### src/rtl/clock_ctrl_04.sv
// Settable BCD time-of-day clock with a RUN / SET_HOUR / SET_MIN mode cycle.
// Keys are pre-debounced levels; each rising edge is a single event.
module clock_ctrl_04 #(
   parameter int unsigned HOUR_MOD = 24
) (
   input  logic       clk_04,
   input  logic       rst_04,
   input  logic       tick_04,
   input  logic       key_mode_04,
   input  logic       key_inc_04,
   output logic [7:0] sec_04,
   output logic [7:0] min_04,
   output logic [7:0] hour_04,
   output logic [1:0] state_04,
   output logic       day_co_04
);

   typedef enum logic [1:0] {
      RUN      = 2'b00,
      SET_HOUR = 2'b01,
      SET_MIN  = 2'b10,
      BAD      = 2'b11
   } state_t;

   // Only 24 and 12 are meaningful; anything else behaves as 24.
   localparam logic [7:0] HOUR_LAST = (HOUR_MOD == 12) ? 8'h11 : 8'h23;
   localparam logic [7:0] MS_LAST   = 8'h59;

   state_t state;
   state_t next_state;
   logic   mode_q;
   logic   inc_q;
   logic   mode_ev;
   logic   inc_ev;
   logic   do_tick;
   logic   inc_hour;
   logic   inc_min;
   logic   clr_sec;

   // BCD increment of a two-digit value, wrapping to 00 after 'last'.
   function automatic logic [7:0] bcd_inc(input logic [7:0] v, input logic [7:0] last);
      logic [7:0] r;
      if (v == last)
         r = '0;
      else if (v[3:0] == 4'd9)
         r = {v[7:4] + 4'd1, 4'd0};
      else
         r = {v[7:4], v[3:0] + 4'd1};
      return r;
   endfunction

   assign mode_ev = key_mode_04 & ~mode_q;
   assign inc_ev  = key_inc_04 & ~inc_q;

   // Key history flops; reset high so a key held through reset is not an event.
   always_ff @(posedge clk_04 or negedge rst_04) begin
      if (!rst_04) begin
         mode_q <= 1'b1;
         inc_q  <= 1'b1;
      end else begin
         mode_q <= key_mode_04;
         inc_q  <= key_inc_04;
      end
   end

   // Mode state register.
   always_ff @(posedge clk_04 or negedge rst_04) begin
      if (!rst_04)
         state <= RUN;
      else
         state <= next_state;
   end

   // Mode sequencing on key_mode events; the unused encoding falls back to RUN.
   always_comb begin
      next_state = state;
      case (state)
         RUN:      if (mode_ev) next_state = SET_HOUR;
         SET_HOUR: if (mode_ev) next_state = SET_MIN;
         SET_MIN:  if (mode_ev) next_state = RUN;
         default:  next_state = RUN;
      endcase
   end

   // Counter actions; a mode event on the same edge pre-empts ticks and incs.
   always_comb begin
      do_tick  = 1'b0;
      inc_hour = 1'b0;
      inc_min  = 1'b0;
      clr_sec  = 1'b0;
      case (state)
         RUN:      do_tick  = tick_04 & ~mode_ev;
         SET_HOUR: inc_hour = inc_ev & ~mode_ev;
         SET_MIN: begin
            inc_min = inc_ev & ~mode_ev;
            clr_sec = mode_ev;
         end
         default: ;
      endcase
   end

   // Time registers and the registered full-day carry pulse.
   always_ff @(posedge clk_04 or negedge rst_04) begin
      if (!rst_04) begin
         sec_04    <= '0;
         min_04    <= '0;
         hour_04   <= '0;
         day_co_04 <= 1'b0;
      end else begin
         day_co_04 <= do_tick && (sec_04 == MS_LAST) && (min_04 == MS_LAST)
                      && (hour_04 == HOUR_LAST);
         if (clr_sec) begin
            sec_04 <= '0;
         end else if (do_tick) begin
            sec_04 <= bcd_inc(sec_04, MS_LAST);
            if (sec_04 == MS_LAST) begin
               min_04 <= bcd_inc(min_04, MS_LAST);
               if (min_04 == MS_LAST)
                  hour_04 <= bcd_inc(hour_04, HOUR_LAST);
            end
         end else if (inc_hour) begin
            hour_04 <= bcd_inc(hour_04, HOUR_LAST);
         end else if (inc_min) begin
            min_04 <= bcd_inc(min_04, MS_LAST);
         end
      end
   end

   assign state_04 = state;

endmodule

### config.mk
export PLATFORM = sky130hd
export DESIGN_NAME = clock_ctrl_04
export DESIGN_NICKNAME = d
export VERILOG_FILES = /design/src/rtl/clock_ctrl_04.sv
export SDC_FILE = /design/constraint.sdc
export NUM_CORES = 1
export LEC_CHECK = 0
export CAP_MARGIN = 20
export CORE_MARGIN = 10
export CORE_UTILIZATION = 35
export CTS_BUF_LIST = sky130_fd_sc_hd__clkbuf_8
export DETAILED_ROUTE_END_ITERATION = 8
export PLACE_DENSITY = 0.55
export SYNTH_ARGS = -nofsm -noshare
export SYNTH_HDL_FRONTEND = slang
export SYNTH_SLANG_ARGS = --single-unit
### constraint.sdc
create_clock -name clk_04 -period 2.6 [get_ports clk_04]
set_input_delay 0.65 -clock clk_04 [delete_from_list [all_inputs] [get_ports clk_04]]
set_output_delay 0.65 -clock clk_04 [all_outputs]
set_load 0.01 [all_outputs]
==> results of run 1 <==
## metal layers
| metal | GRT usage | part of all wire | up-vias |
|---|---|---|---|
| li1 | - | - | 675 |
| met1 | 0.1121 | 0.45 | 635 |
| met2 | 0.1735 | 0.48 | 25 |
| met3 | 0.04228 | 0.065 | 5 |
| met4 | 0.03671 | 0.0094 | 0 |
| met5 | 0 | 0 | - |
## logic make-up (layout without fill, tap and decap cells)
family	count (synthesis)	count (layout)
AO/OA/AOI/OAI	32	32
XOR/XNOR	3	3
adder cells (fa/ha/maj)	12	12
buffers and inverters	17	60
flip-flops	29	29
multiplexers	5	5
AND/OR/NAND/NOR	67	67
## registers in the layout, indices dropped and copies added (netlist names)
| name | cells |
|---|---|
| day_co_04 | 1 |
| sec_04 | 8 |
| min_04 | 8 |
| inc_q | 1 |
| state_04 | 2 |
| hour_04 | 8 |
| mode_q | 1 |
## worst min path at each step
stage                  to  slack (ns)  cells past startpoint
2_1_floorplan   day_co_04        0.35                      0
3_3_place_gp   hour_04[7]        0.48                      1
3_5_place_dp   hour_04[7]        0.48                      1
4_1_cts        hour_04[7]        0.49                      1
5_1_grt        hour_04[7]        0.54                      1
6_report       hour_04[7]        0.48                      1
## stage by stage
stage / worst slack [ns] / area, sq um / power [W] / hold WS, ns
after global routing: 0.1263 / 2178 / 0.002220 / 0.5439
after detailed placement: -0.04259 / 2062 / 0.001593 / 0.4793
after CTS: 0.2517 / 2178 / 0.002088 / 0.4912
after global placement: 0.004952 / 2062 / 0.001572 / 0.4804
after floorplan: 0.3386 / 1639 / 0.001180 / 0.3544
final: 0.2715 / 2178 / 0.002055 / 0.4846
## worst reg2reg max path: cells and delay by family, from the launching register on
| kind | cells | cell delay [ns] |
|---|---|---|
| and+or+nand+nor | 4 | 1.16 |
| AOI/OAI and AO/OA | 1 | 0.15 |
| DFF | 1 | 0.43 |
| adders and majority gates | 1 | 0.14 |
| buffers and inverters | 1 | 0.10 |
## final cells by class
cell class	instances	share of cell area
Multi-Input combinational cell	119	0.3831
Sequential cell	29	0.3343
Timing Repair Buffer	43	0.1838
Clock buffer	6	0.03791
Tap cell	52	0.02987
Clock inverter	2	0.01551
Inverter	9	0.01551
## layout by cell type, fill, tap and decap left out, types with 4 or more instances in the layout
| master | count |
|---|---|
| clkbuf_8 | 6 |
| o21ai_0 | 12 |
| a21oi_1 | 4 |
| nand4_1 | 4 |
| buf_4 | 12 |
| dfrtp_1 | 27 |
| nand2_1 | 13 |
| clkdlybuf4s50_1 | 31 |
| ha_1 | 12 |
| nor2_1 | 14 |
| inv_1 | 10 |
| nand3_1 | 8 |
## power groups by stage
stage	combinational (W)	sequential (W)	clock, W
after floorplan	0.000403	0.000777	0
after global placement	0.000802	0.000771	0
after detailed placement	0.000814	0.000778	0
after CTS	0.000819	0.000772	0.000497
after global routing	0.000898	0.000802	0.000520
final	0.000800	0.000770	0.000485
==> metrics, run 1 <==
outcome completed; RSZ-0062 raised after global routing no; P_sw 0.0007316 W; Post-Synth XOR/XNOR Area 0.01603; Fillers 418; Synth top area share 0.4122; Finish-stage setup viols 0; worst rel slew slack 0.7037; clock skew 0.009306 ns; Ports 32; Area Growth Syn to Fin 32.90%; dpl cells 252; Residual DRC 0; Async S/R FF share, synth 1.000; clk sinks 29; Die Area 7820 sq um; Final HPWL DP 2787 microns; Core ar. 4444 sq um; Seq/Total Area, Yosys 0.4443; critical path class input port to flop; fmax 429.5 MHz; WL/cell 14.39 microns; CP top delay family simple AND/OR/NAND/NOR gates; CP peak stage delay 0.50 ns; Final Net Count 224; CP Max Fanout 4; Worst R2R End min_04[3]; Syn Area/Cell 9.934 sq um; CTS tree yes; first-pass iteration count of the detailed router 4; power per cell area 943.4 nW/um^2; Setup crit start key_mode_04; WP data arrival 2.49 ns; most frequent cells after synthesis dfrtp_1, nor2_1, nand2_1; largest net degree at the start of global routing 30; layout cells sized above 1 0.1490; maximum buffer depth of the clock tree 2; vias 1340; dominant cell type by area after synthesis dfrtp_1; Comb power frac 0.390; crit-path cells clkdlybuf4s50_1, nor2b_1, or4b_1, o21ba_2, nand2_1, mux2_2; Layout Cells excl Fill 260; Crit. End Element flop; Compound-Gate Fraction of Synth Area 0.1344; simple-gate share of the synthesized area 0.2336; Die Y 88.43 microns; count leader, synth dfrtp_1; Synth Flop Type dfrtp_1; number of CTS-inserted buffers 5; Synth Area in Adders 0.09160; Final min period 2.329 ns; mux cell area share after synthesis 0.03359; P_int 0.001323 W; number of global-route vias before repair 1341; CP startpoint kind input port; Syn Nets 182; I/O Buffers 31; yosys warns 0; class of the worst hold path flop to flop; CTS root buf clkbuf_8; total setup buffers inserted after CTS 0; Final Routed Wirelength 3742 microns; Yosys reg bits 29; Die X 88.43 microns; slew of the pin with the lowest slew margin 0.4388 ns; initial antenna violation count 0; WP buf/inv 1; mapped cell area 1639 sq um; post-synthesis cell count 165; Worst path depth 6; n_diodes 0; CTS H-Tree Depth 2; First DRT Iteration DRCs 108; Initial Util 0.3688; Worst Path Required 2.76 ns; Switching Share 0.3560; largest family of logic cells by synthesized area simple AND/OR/NAND/NOR gates; CTS Hold Buffers Added 0; Avg Vias per Cell 5.154; Setup crit end hour_04[0]; worst reg-to-reg path cell count 7; Final Cycle Share 0.8956; post-cts sizing count 0; Core Util, Final 0.4901; number of flops mapped to enable cells by yosys 0; Antenna Violating Nets Remaining 0; Slowest-stage cell, CP or4b_1; GR Overflow Total 0; max-cap check violation count 0; Clock transition at path regs 0.06 ns; worst vdd ir 0.0003567 V; reg2reg start sec_04[1]; final count of hold timing violations 0; Final Slew Violations 0; GP Congestion 0.8240; Multi-input gate area 834.6 sq um; ranking of synthesized cells by area dfrtp_1, ha_1, o21ai_0; setup TNS 0 ns; total track usage 0.1021; Leak 0.9474 nW; sequential share of power 0.375; first-pass GRT wire length 6334 microns; Register Area 728.2 sq um; number of distinct library cells after synthesis 46; Rows 24; reg2reg setup slack 0.57 ns; worst hold start hour_04[7]; Clock Latency Late Sink 0.28 ns; part of the power in the clock network 0.236
No activity file was read; power rests on OpenSTA's default activity.
==> inputs of run 2 (changes only) <==
- CTS_CLUSTER_DIAMETER: unset -> 200
==> results of run 2 <==
Final layout, timing and power as in run 1 (identical DEF).
==> inputs of run 3 (changes only) <==
- DONT_BUFFER_PORTS: unset -> 1
- PLACE_DENSITY: 0.55 -> 0.46
==> metrics, run 3 (synthesis results as in run 1) <==
Worst Path Required 2.76 ns (about the same); Initial Util 0.3688 (unchanged); largest net degree at the start of global routing 30 (unchanged); outcome completed; CP Max Fanout 7 (+3); first-pass GRT wire length 5961 microns (-5.9%); Leak 0.7962 nW (-16%); Final Net Count 188 (-16%); RSZ-0062 raised after global routing no; first-pass iteration count of the detailed router 4 (unchanged); Avg Vias per Cell 5.354 (+3.9%); number of global-route vias before repair 1145 (-15%); Fillers 450 (+7.7%); slew of the pin with the lowest slew margin 0.5444 ns (+0.1056 ns); Ports 32 (unchanged); Crit. End Element flop; worst vdd ir 0.0004120 V (+16%); vias 1194 (-11%); crit-path cells ha_1, and3b_1, and4b_1, a32oi_2, nor3_1, mux2_2; reg2reg setup slack 0.46 ns (-0.11 ns); max-cap check violation count 0 (unchanged); total setup buffers inserted after CTS 0 (unchanged); Die Area 7820 sq um (unchanged); WHS 0.07250 ns (-0.4121 ns); Register Area 728.2 sq um (unchanged); critical path class flop to flop; WL/cell 16.18 microns (+12%); First DRT Iteration DRCs 47 (-56%); CTS Hold Buffers Added 0 (unchanged); number of CTS-inserted buffers 5 (unchanged); layout cells sized above 1 0.1462 (-0.002840); GP Congestion 0.8388 (+1.8%); CTS H-Tree Depth 2 (unchanged); n_diodes 0 (unchanged); Finish-stage setup viols 0 (unchanged); final count of hold timing violations 0 (unchanged); CP peak stage delay 0.52 ns (+0.02 ns); Worst R2R End min_04[7]; Final min period 2.138 ns (-0.1907 ns); clk sinks 29 (unchanged); post-cts sizing count 0 (unchanged); leading cell type in the layout, fill and taps excluded dfrtp_1; Clock Latency Late Sink 0.27 ns (about the same); Clock transition at path regs 0.06 ns (about the same); I/O Buffers 0 (-100%); setup TNS 0 ns (unchanged); CTS tree yes; Rows 24 (unchanged); Residual DRC 0 (unchanged); Final Routed Wirelength 3609 microns (-3.6%); CTS root buf clkbuf_8; reg2reg start sec_04[0]; Core ar. 4444 sq um (unchanged); Antenna Violating Nets Remaining 0 (unchanged); initial antenna violation count 0 (unchanged); fmax 467.8 MHz (+8.9%); Setup crit end min_04[7]; CP startpoint kind flop; maximum buffer depth of the clock tree 2 (unchanged); clock skew 0.002538 ns (-0.006768 ns); most frequent cells in the layout dfrtp_1, nor2_1, nand2_1, o21ai_0, ha_1; WP data arrival 2.29 ns (-0.20 ns); Final Slew Violations 0 (unchanged); worst rel slew slack 0.6363 (-0.06735); GR Overflow Total 0 (unchanged); class of the worst hold path input port to asynchronous set/reset pin; power per cell area 940.9 nW/um^2 (-0.26%); Setup crit start sec_04[0]; Die X 88.43 microns (unchanged); Final Cycle Share 0.8222 (-0.07335); total track usage 0.09789 (-0.004174); Multi-input gate area 834.6 sq um (unchanged); Tot Pwr 0.001694 W (-18%); Final HPWL DP 2701 microns (-3.1%); Slowest-stage cell, CP dfrtp_1; Top Registers hour_04 x8, min_04 x8, sec_04 x8; Die Y 88.43 microns (unchanged); Area Growth Syn to Fin 9.848%; worst reg-to-reg path cell count 6 (-1)
-- run 3: cell count changes in the layout (fill, tap and decap cells not counted) --
cell / delta
bufinv_16: -1
buf_4: -5
clkdlybuf4s50_1: -31
-- run 3: where the power goes --
part           switching, W  internal (W)
registers          0.000284      0.000574
logic              0.000241      0.000235
clock network      0.000154      0.000205
total              0.000679       0.00101
-- run 3: how the worst min path moves through the flow --
stage / startpoint / to / slack [ns] / cells past startpoint
6_report: rst_04 / min_04[6] / 0.07 / 0
2_1_floorplan: rst_04 / day_co_04 / 0.35 / 0
4_1_cts: rst_04 / hour_04[1] / 0.06 / 0
3_5_place_dp: rst_04 / state_04[1] / 0.36 / 0
3_3_place_gp: rst_04 / min_04[3] / 0.36 / 0
5_1_grt: rst_04 / min_04[3] / 0.05 / 0
-- run 3: area by class of cell --
| class | instances | share of cell area |
|---|---|---|
| Timing Repair Buffer | 7 | 0.02919 |
| Tap cell | 52 | 0.03614 |
| Clock buffer | 6 | 0.04587 |
| Clock inverter | 1 | 0.002085 |
| Inverter | 9 | 0.01876 |
| Sequential cell | 29 | 0.4044 |
| Multi-Input combinational cell | 119 | 0.4635 |
-- run 3: routing by layer --
layer  GRT usage  vias to the layer above  part of all wire
met4     0.03524                        0            0.0058
li1            -                      598                 -
met2      0.1460                       28              0.46
met5           0                        -                 0
met3     0.05423                        2              0.11
met1      0.1159                      566              0.43
-- run 3: stage by stage --
step	cells	area, sq um	util	worst slack, ns
final	223	1800	0.4051	0.4622
after global routing	223	1800	0.4051	0.3089
after CTS	223	1800	0.4051	0.4748
after detailed placement	216	1714	0.3857	0.2681
after global placement	216	1714	0.3857	0.2891
after floorplan	165	1639	-	0.3386
-- run 3: critical path: cells and delay by family, from the launching register on --
kind | cells | cell delay [ns]
AOI/OAI and AO/OA | 1 | 0.16
adders and majority gates | 1 | 0.19
and+or+nand+nor | 3 | 0.81
DFF | 1 | 0.52
muxes | 1 | 0.35
